<file path="src/rtl/servo_pwm_multi.sv">
// ---------------------------------------------------------------------------
// servo_pwm_multi
//   N-channel servo PWM generator. It has its own tick prescaler and frame
//   counter. Incoming position words are clamped to the servo range and held
//   as pending values. Pending values become active only at a frame boundary,
//   so a pulse that has already started is never shortened or lengthened.
//
// Ports
//   clk          system clock
//   rst          asynchronous reset, active low (0 = reset asserted)
//   en           run enable; low holds prescaler/frame counter at 0, pwm low
//   pos_data     packed positions, channel i at [i*POS_W +: POS_W]
//   pos_valid    per-channel load strobe (one clk per word)
//   pwm          servo pulse outputs (registered)
//   frame_start  high during the boundary clk of every frame
//   clamp_flag   sticky: channel received a position above SPAN_TICKS
//   pend         channel holds a pending value not yet applied
// ---------------------------------------------------------------------------
module servo_pwm_multi #(
    parameter int N_CH         = 2,
    parameter int POS_W        = 10,
    parameter int TICK_DIV     = 100,
    parameter int PERIOD_TICKS = 3000,
    parameter int MIN_TICKS    = 1000,
    parameter int SPAN_TICKS   = 1000,
    parameter int RST_POS      = 500
) (
    input  logic                    clk,
    input  logic                    rst,
    input  logic                    en,
    input  logic [N_CH*POS_W-1:0]   pos_data,
    input  logic [N_CH-1:0]         pos_valid,
    output logic [N_CH-1:0]         pwm,
    output logic                    frame_start,
    output logic [N_CH-1:0]         clamp_flag,
    output logic [N_CH-1:0]         pend
);

    // One extra bit over the frame counter so MIN_TICKS + position can never
    // wrap in the width comparison.
    localparam int CW = $clog2(PERIOD_TICKS) + 1;
    localparam int PW = (TICK_DIV > 1) ? $clog2(TICK_DIV) : 1;
    // Position words are compared against SPAN_TICKS at a width that holds both.
    localparam int XW = (POS_W > CW) ? POS_W : CW;

    logic [PW-1:0] presc_reg;
    logic [CW-1:0] cnt_reg;
    logic          tick_last;
    logic          boundary;

    assign tick_last = (presc_reg == PW'(TICK_DIV - 1));
    assign boundary  = en && (presc_reg == '0) && (cnt_reg == '0);

    // Gated with rst so frame_start reads low while reset is held, even
    // though the counters already sit at the boundary position.
    assign frame_start = rst && boundary;

    always_ff @(posedge clk or negedge rst) begin
        if (!rst) begin
            presc_reg <= '0;
            cnt_reg   <= '0;
        end else if (!en) begin
            presc_reg <= '0;
            cnt_reg   <= '0;
        end else if (tick_last) begin
            presc_reg <= '0;
            cnt_reg   <= (cnt_reg == CW'(PERIOD_TICKS - 1)) ? '0 : cnt_reg + 1'b1;
        end else begin
            presc_reg <= presc_reg + 1'b1;
        end
    end

    generate
        for (genvar gi = 0; gi < N_CH; gi++) begin : g_ch
            logic [XW-1:0] pos_ext;
            logic          over;
            logic [CW-1:0] clamped;
            logic [CW-1:0] pending_reg;
            logic [CW-1:0] active_reg;
            logic [CW-1:0] active_eff;
            logic          pend_reg;
            logic          clamp_reg;
            logic          pwm_reg;

            assign pos_ext = XW'(pos_data[gi*POS_W +: POS_W]);
            assign over    = (pos_ext > XW'(SPAN_TICKS));
            assign clamped = over ? CW'(SPAN_TICKS) : CW'(pos_ext);

            // In the boundary clk the width being started is the one about to
            // be transferred, so the first pulse clk already uses it.
            assign active_eff = (boundary && pend_reg) ? pending_reg : active_reg;

            always_ff @(posedge clk or negedge rst) begin
                if (!rst) begin
                    pending_reg <= CW'(RST_POS);
                    active_reg  <= CW'(RST_POS);
                    pend_reg    <= 1'b0;
                    clamp_reg   <= 1'b0;
                    pwm_reg     <= 1'b0;
                end else begin
                    if (boundary && pend_reg) begin
                        active_reg <= pending_reg;
                    end
                    // A load in the boundary clk wins over the clear: the old
                    // pending value has just been transferred, the new word
                    // waits for the next frame.
                    if (pos_valid[gi]) begin
                        pending_reg <= clamped;
                        pend_reg    <= 1'b1;
                        if (over) begin
                            clamp_reg <= 1'b1;
                        end
                    end else if (boundary) begin
                        pend_reg <= 1'b0;
                    end
                    pwm_reg <= en && (cnt_reg < (CW'(MIN_TICKS) + active_eff));
                end
            end

            assign pwm[gi]        = pwm_reg;
            assign pend[gi]       = pend_reg;
            assign clamp_flag[gi] = clamp_reg;
        end
    endgenerate

endmodule
</file>
<file path="config.mk">
export PLATFORM = sky130hd
export DESIGN_NAME = servo_pwm_multi
export DESIGN_NICKNAME = d
export VERILOG_FILES = /design/src/rtl/servo_pwm_multi.sv
export SDC_FILE = /design/constraint.sdc
export NUM_CORES = 1
export LEC_CHECK = 0
export ABC_CLOCK_PERIOD_IN_PS = 3800
export CAP_MARGIN = 20
export CORE_UTILIZATION = 53
export DETAILED_ROUTE_END_ITERATION = 12
export PLACE_DENSITY_LB_ADDON = 0.08
export SLEW_MARGIN = 10
export SYNTH_ARGS = -nofsm -noshare
export SYNTH_HDL_FRONTEND = slang
export SYNTH_SLANG_ARGS = --single-unit
</file>
<file path="constraint.sdc">
create_clock -name clk -period 3.8 [get_ports clk]
set_clock_uncertainty 0.05 [all_clocks]
set_input_delay 0.76 -clock clk [delete_from_list [all_inputs] [get_ports clk]]
set_output_delay 0.76 -clock clk [all_outputs]
set_load 0.05 [all_outputs]
</file>
==> results_dict.tcl, run 1 <==
set metrics [dict create \
    syn_inst 399 \
    antenna_found_initial 0 \
    num_antenna_cells 0 \
    setup_violations 0 \
    finalCriticalPeriod_ns 3.43 \
    worst_ir_drop_vdd_v 0.000379 \
    grt_max_degree 46 \
    synth_top_area_cell "dfrtp_1" \
    timing.final.ws_setup_ns 0.371 \
    fmax_mhz 292 \
    htree_levels 3 \
    preCtsSetupSlack_ns -0.523 \
    dr.pass1.iters 4 \
    worst_pin_slew_ns 0.584 \
    worstSetupStartpointType "register" \
    dieWidth_um 90.0 \
    async_flop_share_pct 100 \
    ys_types 51 \
    drv_cap 0 \
    clk_pin_slew_worst_paths_ns 0.08 \
    layout-drive-gt1-share_pct 24.2 \
    clock_latency_ns 0.35 \
    required_ns 4.00 \
    die_y_um 90.0 \
    cts_root_buf "clkbuf_8" \
    cp_max_fo 5 \
    multi_input_area_um2 2240 \
    grt.overflow.total 0 \
    grt_first_pass_wirelength_um 14700 \
    final.setup.tns_ns 0 \
    via_per_inst 5.64 \
    drt_wl_total_um 8690 \
    ctsHoldBuffers 0 \
    finalCritPeriodShare_pct 90.2 \
    grt_pass1_vias 3006 \
    drt_iter0_drc 116 \
    ioPinCount 32 \
    post_drt_wl_per_cell_um 15.6 \
    port_buffers 31 \
    postSynthNetCount 454 \
    fillCellCount 587 \
    synth_edf_count 0 \
    post_cts_buffers 0 \
    ys_seq_area_share_pct 44.6 \
    p_per_area_nw_per_um2 462 \
    final_hold_viol_count 0 \
    regArea_um2 1830 \
    synth_warnings 0 \
    hold_class "reg -> reg" \
    worst-endpoint-arrival_ns 3.63 \
    gp_congestion 0.821 \
    rsz0062_at_grt "no" \
    drc 0 \
    largest_reg_flops 25 \
    status "finished clean" \
    core_um2 7370 \
    slew_headroom_pct 60.9 \
    yosys.area.top_type_share_pct 29.2 \
    synth_area_leaders "dfrtp_1, dfstp_2, ha_1" \
    critical_path_class "reg -> reg" \
    syn2layout_area_growth_pct 20.9 \
    leakage_nw 2.27 \
    cts_tree "built" \
    start_util_pct 55.7 \
    nets 508 \
    num_vias 3143 \
    synth-seq-cells 72 \
    end_kind "register" \
    post-dp-hpwl_um 6340 \
    rows 31 \
    die-area_um2 8110 \
    grt_usage_pct 22.8 \
    avgSynthCellArea_um2 10.3 \
    drv_slew 0 \
    mappedNetlistArea_um2 4110 \
    cts_made_buffers 9 \
    max-clock-path-buffers 2 \
    cts.sinks 72 \
    synthFlopType "dfrtp_1" \
    final_antenna_net_count 0 \
]
-- power breakdown --
group	switching, mW	leakage, nW	total (mW)	internal [mW]
clock	0.310	0.0963	0.588	0.277
combinational	0.357	1.30	0.711	0.354
sequential	0.0791	0.869	0.998	0.919
total	0.746	2.27	2.30	1.55
-- logic make-up (layout without fill, tap and decap cells) --
logic type	count (synthesis)	count (layout)	synth area share, %
adder cells (fa/ha/maj)	30	30	9.14
buffers and inverters	32	91	3.75
AND/OR/NAND/NOR	132	132	16.8
flip-flops	72	72	44.6
AO/OA/AOI/OAI	72	72	10.8
XOR/XNOR	23	23	4.90
multiplexers	38	38	10.1
-- worst paths after layout --
path / slack (ns) / start / end / cells after the start
worst max-delay path: 0.37 / cnt_reg[0]$_DFFE_PN0P_ / g_ch[0].pwm_reg$_DFF_PN0_ / 16
worst max register to register: 0.37 / cnt_reg[0]$_DFFE_PN0P_ / g_ch[0].pwm_reg$_DFF_PN0_ / 16
worst min register to register: 0.42 / g_ch[1].clamp_reg$_DFFE_PN0P_ / g_ch[1].clamp_reg$_DFFE_PN0P_ / 1
min in group asynchronous: 0.43 / rst / g_ch[1].pwm_reg$_DFF_PN0_ / 2
worst min-delay path: 0.42 / g_ch[1].clamp_reg$_DFFE_PN0P_ / g_ch[1].clamp_reg$_DFFE_PN0P_ / 1
max in group asynchronous: 2.38 / rst / cnt_reg[1]$_DFFE_PN0P_ / 3
-- area by class of cell --
class | instances | area share [%]
Multi-Input combinational cell | 295 | 45.0
Timing Repair Buffer | 58 | 10.5
Tap cell | 99 | 2.49
Clock buffer | 11 | 3.05
Clock inverter | 5 | 0.781
Inverter | 17 | 1.28
Sequential cell | 72 | 36.9
-- routing by layer --
metal | part of all wire, % | up-vias | track usage (%) | wire length [um]
li1 | - | 1528 | - | -
met1 | 49 | 1528 | 32.9 | 4220
met2 | 45 | 73 | 34.0 | 3930
met3 | 4.6 | 14 | 4.65 | 396
met4 | 1.6 | 0 | 8.06 | 142
met5 | 0 | - | 0 | 0
-- cell usage in the layout (no fill, tap or decap), types with 14 or more instances in the layout --
cell type        count
clkdlybuf4s50_1     28
ha_1                28
buf_4               27
dfstp_2             24
mux2i_1             14
dfrtp_1             48
nor2_1              32
nand2_1             36
mux2_2              20
o21ai_0             21
inv_1               17
-- worst max-delay path: stages, from the launching register on --
cell and delay (ns):
dfrtp_1 0.38, inv_1 0.11, ha_1 0.15, nor4b_1 0.23, and4_4 0.33, nand3_4 0.11
mux2_4 0.34, ha_4 0.19, o21ai_2 0.14, xnor2_1 0.13, nand2_1 0.08, ha_1 0.30
nand4_1 0.08, nor3_1 0.17, o21ai_1 0.11, a211o_1 0.27, and3_1 0.16
-- synthesized netlist by cell type, types with 5 or more instances --
cell type and count:
inv_1 17, dfrtp_1 48, a21oi_1 14, nand3_1 11, dfstp_2 24, nor2_1 32, nor3_1 5, o21ai_0 28
xor2_1 12, nand4_1 6, a21o_1 5, buf_4 6, nand2_1 36, mux2_2 22, xnor2_1 11, nor4_1 6
and3_1 9, and2_1 8, ha_1 30, mux2i_1 15
-- metrics by stage --
step                power [mW]  cell area, um2  util (%)  cells  hold slack [ns]
finish                    2.30            4970      67.4    557            0.419
global route              2.43            4970      67.4    557            0.437
CTS                       2.27            4870      66.1    557            0.426
detailed placement        1.67            4650      63.1    541            0.407
global placement          1.66            4650      63.1    541            0.400
floorplan                 1.43            4120         -    399            0.391
-- timing repair --
action	4_1_cts	5_1_grt
gates resized for setup	5	24
pin swaps	1	9
setup endpoints to repair	2	2
(Power assumes the default switching activity.)
==> run 2, diff against run 1 <==
--- a/config.mk
+++ b/config.mk
@@ -7,6 +7,7 @@
 export LEC_CHECK = 0
 export ABC_CLOCK_PERIOD_IN_PS = 3800
 export CAP_MARGIN = 20
+export CORE_ASPECT_RATIO = 0.6
 export CORE_UTILIZATION = 53
 export DETAILED_ROUTE_END_ITERATION = 12
 export PLACE_DENSITY_LB_ADDON = 0.08
==> run 2 against run 1 <==
Effect of this change:
- critical path depth is 2 lower
- sequential share of layout area is 1.4 points lower
- total power is 15% higher
- combinational power is 3% higher
- register-to-register slack worse by 0.07 ns
- core utilization is 2.4 points higher
- non-clock buffer count is 1 higher
- sequential power hardly changed
- largest power group unchanged
==> results_dict.tcl, run 2 (synthesis gave the netlist of run 1 again) <==
set metrics [dict create \
    max_stage_delay_ns 0.48 \
    syn2layout_area_growth_pct 25.5 \
    largest_reg_flops 25 \
    drv_cap 0 \
    p_seq_share_pct 38.0 \
    drv_slew 0 \
    num_antenna_cells 0 \
    port_buffers 31 \
    worst-endpoint-arrival_ns 3.88 \
    cts.sinks 72 \
    p_sw_mw 0.787 \
    clkPwrFrac_pct 34.5 \
    dr.pass1.iters 5 \
    clk_pin_slew_worst_paths_ns 0.06 \
    path_common_cell "nand2_1" \
    grt_pass1_vias 3051 \
    cp_cell_sequence "clkdlybuf4s50_1 -> nor4b_4 -> and4_4 -> nand3_4 -> mux2_4 -> ha_4 -> o21ai_2 -> xnor2_1 -> nand2_1 -> ha_1 -> a21o_1 -> a2111oi_4 -> nand2_1 -> o21ai_1" \
    ctsHoldBuffers 0 \
    crit_slowest_cell "clkdlybuf4s50_1" \
    htree_levels 3 \
    drc 0 \
    rsz0062_at_grt "yes" \
    fmax_mhz 272 \
    slew_headroom_pct 39.1 \
    finalCriticalPeriod_ns 3.67 \
    required_ns 4.01 \
    end_kind "register" \
    final_antenna_net_count 0 \
    setup_violations 0 \
    rows 24 \
    crit_buf_inv 1 \
    layout-drive-gt1-share_pct 24.8 \
    clock_latency_ns 0.34 \
    p_sw_share_pct 29.7 \
    status "finished clean" \
    drt_wl_total_um 9330 \
    via_per_inst 5.58 \
    grt.overflow.total 0 \
    pwr-share-comb_pct 27.5 \
    gp_congestion 0.850 \
    drt_iter0_drc 220 \
    die_y_um 70.2 \
    core_um2 7390 \
    post_drt_wl_per_cell_um 16.6 \
    worst_ir_drop_vdd_v 0.000340 \
    num_vias 3142 \
    internal_power_mw 1.86 \
    grt_usage_pct 25.5 \
    ioPinCount 32 \
    post-dp-hpwl_um 6690 \
    max-clock-path-buffers 2 \
    cp_top_family "simple AND/OR/NAND/NOR gates" \
    cts_tree "built" \
    layout_commonest_cell "dfrtp_1" \
    antenna_found_initial 0 \
    hold_class "reg -> reg" \
    preCtsSetupSlack_ns -0.484 \
    cp_max_fo 5 \
    worst_pin_slew_ns 0.914 \
    p_per_area_nw_per_um2 514 \
    finalCritPeriodShare_pct 96.6 \
    die-area_um2 8120 \
    worstSetupStartpointType "input port" \
    grt_max_degree 73 \
    grt_first_pass_wirelength_um 15500 \
    timing.final.ws_setup_ns 0.129 \
    start_util_pct 55.6 \
    cts_root_buf "clkbuf_16" \
    dieWidth_um 116 \
    hold_slack_ns 0.423 \
    nets 509 \
    final_cell_mix "dfrtp_1, nand2_1, nor2_1" \
    critical_path_class "in -> reg" \
    leakage_nw 2.33 \
    cts_made_buffers 9 \
    final_hold_viol_count 0 \
]
## run 2: changes by cell type in the layout (fill, tap and decap cells not counted), sizes merged
cell           before  now
bufinv              0    2
clkdlybuf4s50      28   29
clkinvlp            1    2
clkinv              2    1
dlymetal6s2s        1    0
inv                19   18
## run 2: power by group through the flow
stage	clock network (mW)	registers [mW]	logic (mW)
4_1_cts	0.927	1.00	0.662
3_5_place_dp	0	1.01	0.650
2_1_floorplan	0	0.981	0.454
5_1_grt	0.960	1.02	0.803
6_report	0.913	1.01	0.729
3_3_place_gp	0	1.01	0.633
## run 2: through the flow
step	instances	util (%)	instance area [um2]	power (mW)	setup TNS [ns]
after detailed placement	540	62.6	4630	1.66	-0.896
after CTS	556	67.3	4970	2.59	0
after global routing	563	69.8	5160	2.78	-0.0792
after global placement	540	62.6	4630	1.64	-0.717
final	563	69.8	5160	2.65	0
after floorplan	399	-	4120	1.43	0
## run 2: metal layers
metal	vias to the layer above	wire length, um	track usage [%]
met3	13	570	7.90
met2	79	3770	35.1
met4	0	103	7.55
met5	-	0	0
met1	1516	4890	38.0
li1	1534	-	-
## run 2: timing repair
action / in CTS / in global routing
setup endpoints to repair: 2 / 2
resized for setup: 5 / 26
pin swaps: 1 / 8
cloned: 0 / 1
setup buffers: 0 / 6
## run 2: final timing paths
path	start	endpoint	slack (ns)	cells past startpoint
setup / recovery	en	g_ch[1].pwm_reg$_DFF_PN0_	0.13	14
hold / removal	g_ch[0].clamp_reg$_DFFE_PN0P_	g_ch[0].clamp_reg$_DFFE_PN0P_	0.42	1
setup reg to reg	cnt_reg[0]$_DFFE_PN0P_	g_ch[1].pwm_reg$_DFF_PN0_	0.30	15
hold reg to reg	g_ch[0].clamp_reg$_DFFE_PN0P_	g_ch[0].clamp_reg$_DFFE_PN0P_	0.42	1
max in group asynchronous	rst	g_ch[0].active_reg[3]$_DFF_PN0_	2.46	2
min in group asynchronous	rst	presc_reg[0]$_DFF_PN0_	0.63	2
## run 2: final cells by class
cell class / instances / area (um2)
fillers: 573 / 2230
clock buffers: 10 / 229
flip-flops and latches: 72 / 1830
inverters: 17 / 63.8
repair buffers: 59 / 556
well taps: 104 / 130
multi-input cells: 295 / 2250
clock inverters: 6 / 92.6
## run 2: worst reg2reg max path, delay by kind of cell, from the launching register on
kind / cells / cell delay [ns]
adders and majority gates: 3 / 0.64
AOI/OAI and AO/OA: 4 / 0.83
muxes: 1 / 0.36
xor gates and xnor gates: 1 / 0.13
buffers and inverters: 1 / 0.10
and+or+nand+nor: 5 / 0.94
DFF: 1 / 0.37
